$ cat config.mk
export PLATFORM = sky130hd
export DESIGN_NAME = fifo_drain_stage
export DESIGN_NICKNAME = d
export VERILOG_FILES = /design/src/rtl/fifo_drain_pkg.sv /design/src/rtl/fifo_drain_stage.sv
export SDC_FILE = /design/constraint.sdc
export NUM_CORES = 1
export LEC_CHECK = 0
export CORE_UTILIZATION = 62
export DETAILED_ROUTE_END_ITERATION = 10
export DONT_BUFFER_PORTS = 1
export PLACE_DENSITY = 0.78
export RECOVER_POWER = 25
export SLEW_MARGIN = 25
export SYNTH_ARGS = -nofsm -noshare
export SYNTH_HDL_FRONTEND = slang
export SYNTH_SLANG_ARGS = --single-unit
$ cat constraint.sdc
create_clock -name clk -period 2.4 [get_ports clk]
set_input_delay 0.48 -clock clk [delete_from_list [all_inputs] [get_ports clk]]
set_output_delay 0.48 -clock clk [all_outputs]
set_load 0.05 [all_outputs]
$ cat src/rtl/fifo_drain_pkg.sv
// Shared types for the FIFO drain output stage.
// Holds the two-state occupancy encoding and the transfer counter width.
// No logic lives here; imported by fifo_drain_stage.
package fifo_drain_pkg;

    typedef enum logic [0:0] {DS_EMPTY, DS_FULL} drain_state_t;

    localparam int XFER_CNT_W = 32;

endpackage

$ cat src/rtl/fifo_drain_stage.sv
// Purpose: registered output slot that pops a FIFO head and presents it on valid/ready.
// Latency: entry popped at edge N is valid after edge N; one transfer per cycle sustained.
// Backpressure: out_ready low with a full slot blocks the pop; flush empties the slot.
module fifo_drain_stage
    import fifo_drain_pkg::*;
#(
    parameter int W = 32
) (
    input  logic                  clk,
    input  logic                  reset,
    input  logic [W-1:0]          fifo_out,
    input  logic                  fifo_empty,
    output logic                  fifo_pop,
    input  logic                  flush,
    output logic                  out_valid,
    output logic [W-1:0]          out_data,
    input  logic                  out_ready,
    output logic [XFER_CNT_W-1:0] xfer_count
);

    drain_state_t            r_state;
    drain_state_t            w_state_nxt;
    logic [W-1:0]            r_data;
    logic [W-1:0]            w_data_nxt;
    logic [XFER_CNT_W-1:0]   r_xfer_count;
    logic [XFER_CNT_W-1:0]   w_xfer_count_nxt;
    logic                    w_full;
    logic                    w_xfer;
    logic                    w_pop;

    // Next-state logic: pop refills the slot (even when it drains the same cycle),
    // otherwise a completed handshake or a flush empties it.
    always_comb begin
        w_full           = (r_state == DS_FULL);
        w_xfer           = w_full & out_ready;
        // Reset gating keeps the FIFO from being popped while both sides are held in reset.
        w_pop            = !reset & !fifo_empty & !flush & (!w_full | out_ready);
        w_state_nxt      = r_state;
        w_data_nxt       = r_data;
        w_xfer_count_nxt = r_xfer_count;

        if (w_pop) begin
            w_state_nxt = DS_FULL;
            w_data_nxt  = fifo_out;
        end else if (w_xfer || flush) begin
            w_state_nxt = DS_EMPTY;
        end

        // Flush never cancels a handshake that completes in the same cycle.
        if (w_xfer) begin
            w_xfer_count_nxt = r_xfer_count + 1'b1;
        end
    end

    // State, output register and transfer counter; async reset drops any held entry.
    always_ff @(posedge clk or posedge reset) begin
        if (reset) begin
            r_state      <= DS_EMPTY;
            r_data       <= '0;
            r_xfer_count <= '0;
        end else begin
            r_state      <= w_state_nxt;
            r_data       <= w_data_nxt;
            r_xfer_count <= w_xfer_count_nxt;
        end
    end

    assign fifo_pop   = w_pop;
    assign out_valid  = w_full;
    assign out_data   = r_data;
    assign xfer_count = r_xfer_count;

endmodule

==> results.yml <==
synthesis:
  synth_warnings: 0
  synthDominantCellAreaShare_pct: 56.8
  synth_area_um2: 2860
  yosys_register_bits: 65
  seq_area_frac_synth_pct: 56.8
  synth_cell_types: 25
  avgSynthCellArea_um2: 14.2
  synth_nets: 240
  synth_area_leader_cell: "dfrtp_1"
  synthTopCellsByArea: "dfrtp_1 57%, mux2_4 15%, xor2_1 4.9%"
  synth_cells: 202
sta:
  hold_viol_final: 0
  tns_ps: 0
  setup_viol: 0
  slew_headroom_pct: 24.7
  worstMarginPinSlew_ps: 1130
  max_clock_freq_mhz: 467
  slew_violations: 0
  min_period_over_period_pct: 89.2
  rsz0062_at_grt: "false"
  fin_crit_ps: 2140
  finClkSkew_ps: 8.80
floorplanning:
  ioPinCount: 103
  rows: 24
  core_um2: 4380
  start_util_pct: 65.3
  die_w_um: 70.0
  die_h_um: 70.0
  dieArea_um2: 4900
clock_tree:
  insertion_delay_ps: 320
  cts_buffer_depth: 2
  cts_hold_buf: 0
  cts_buffers: 9
  clk_pin_slew_ps: 60
  cts-root-buf: "clkbuf_8"
  cts_tree: "done"
  cts_setup_buffers: 0
  h-tree-depth: 3
  cts_resized: 0
  clock_sinks: 65
placed_design:
  gp_congestion: 0.747
  dpl_cell_area_um2: 3060
  io_buffer_count: 0
  hpwlAfterDp_um: 3890
layout:
  final_area_um2: 3220
  nets: 271
  seqCellArea_um2: 1630
  drive_gt1_share_pct: 33.6
  fillers: 286
  syn_to_final_growth_pct: 12.4
  multiInputGateArea_um2: 1140
  antennaDiodeCount: 0
worst_hold_path:
  hold_class: "input pin to flip-flop"
route:
  dr.pass1.iters: 4
  routed-via-count: 1646
  wl_um: 5340
  ant_nets: 0
  drc_errors: 0
  vias_per_cell: 5.68
  dr.first_iter.drc_count: 85
  avgRoutedWirePerCell_um: 18.4
setup_path:
  end_kind: "primary output"
  critPathArrivalTime_ps: 1660
  reg2reg_to: "xfer_count[28]"
  crit_start: "out_valid"
  worst-setup-path-type: "flip-flop to primary output"
  critPathMaxFanout: 2
  cp.required_ps: 1920
  crit_end: "fifo_pop"
  r2r-start: "out_valid"
  r2r_cells: 5
  reg2reg_slack_ps: 480
  start_kind: "flip-flop"
run:
  drv_cap: 0
global_routing:
  grt_overflow: 0
  grt_pass1_wl_um: 8910
  antenna_found_initial: 0
  grt_usage_pct: 24.0
  grt_max_degree: 35
  first_global_vias: 1786
power:
  p_per_area_nw_per_um2: 928
  ir_worst_vdd_v: 0.000709
  p_leak_nw: 1.66
run_status:
  status: "complete, no violations"
state kept, by name, summed over array words and instances, names as in the netlist:
name	cells
out_data	32
out_valid	1
xfer_count	32
cells by family after synthesis:
family | count (synthesis) | synth area share (%)
xor+xnor | 31 | 9.48
fa+ha+maj | 1 | 0.437
buf+inv | 11 | 3.49
flops | 65 | 56.8
mux | 33 | 16.8
simple gates | 61 | 13.0
placed cells by master (no fill, tap or decap):
| master | count |
|---|---|
| nor2_1 | 8 |
| clkinv_4 | 1 |
| dfrtp_1 | 65 |
| xnor2_1 | 15 |
| xor2_1 | 16 |
| mux2_4 | 29 |
| buf_4 | 26 |
| nand2_1 | 11 |
| inv_1 | 4 |
| or4_2 | 1 |
| nor2b_1 | 1 |
| ha_1 | 1 |
| mux2_2 | 4 |
| and3_1 | 4 |
| nor3_1 | 5 |
| and4bb_2 | 3 |
| clkbuf_1 | 1 |
| clkinvlp_4 | 1 |
| clkinv_2 | 3 |
| nand4_1 | 6 |
| nor3b_1 | 1 |
| clkbuf_2 | 1 |
| nor4b_2 | 1 |
| and2_1 | 2 |
| clkbuf_8 | 10 |
| nand3_1 | 8 |
| and4_1 | 10 |
per-stage QoR:
| step | power (mW) | instances | hold WS [ps] | setup WS [ps] | utilization [%] |
|---|---|---|---|---|---|
| 2_1_floorplan | 2.10 | 202 | 546 | 94.0 | - |
| 4_1_cts | 3.02 | 290 | 138 | 237 | 73.7 |
| 3_3_place_gp | 2.20 | 274 | 466 | 464 | 69.8 |
| 3_5_place_dp | 2.22 | 274 | 493 | 418 | 69.8 |
| 5_1_grt | 3.11 | 290 | 208 | 193 | 73.4 |
| 6_report | 2.99 | 290 | 232 | 258 | 73.4 |
routing by layer:
metal / part of all wire [%] / vias to the layer above / GRT usage, % / routed length, um
li1: - / 764 / - / -
met2: 49 / 70 / 37.3 / 2610
met5: 0 / - / 0 / 0
met4: 0.86 / 0 / 10.0 / 46
met1: 42 / 808 / 31.1 / 2260
met3: 7.9 / 4 / 7.79 / 421
how the worst min path moves through the flow:
stage / start / endpoint / slack (ps) / cells past startpoint
2_1_floorplan: flush / out_valid / 550 / 1
3_3_place_gp: reset / out_data[29] / 470 / 1
3_5_place_dp: reset / out_data[28] / 490 / 1
4_1_cts: reset / out_data[29] / 140 / 1
5_1_grt: flush / out_valid / 210 / 1
6_report: flush / out_valid / 230 / 1
where the power goes:
part / switching [mW] / total, mW / internal, mW
Clock: 0.390 / 0.789 / 0.399
Sequential: 0.512 / 1.74 / 1.23
Combinational: 0.235 / 0.454 / 0.219
critical path, cell delays in order, from the launching register on:
cell and delay, ps:
dfrtp_1 390, nor2b_1 140, or4_2 550, inv_1 80
buf_4 190
cells in the mapped netlist (all sizes together):
master / count
and2: 2
nor3b: 1
xnor2: 15
xor2: 16
ha: 1
and3: 4
nand4: 6
nor3: 5
nand3: 8
nor2b: 1
nor2: 8
and4: 10
dfrtp: 65
buf: 5
and4bb: 3
or4: 1
mux2: 33
nor4b: 1
nand2: 11
clkbuf: 2
inv: 4
final cells by class:
class	count	area share, %
repair buffers	27	6.22
clock inverters	5	0.972
inverters	4	0.467
multi-input cells	126	35.4
flip-flops and latches	65	50.5
clock buffers	11	4.39
well taps	52	2.02
(Power assumes the default switching activity.)
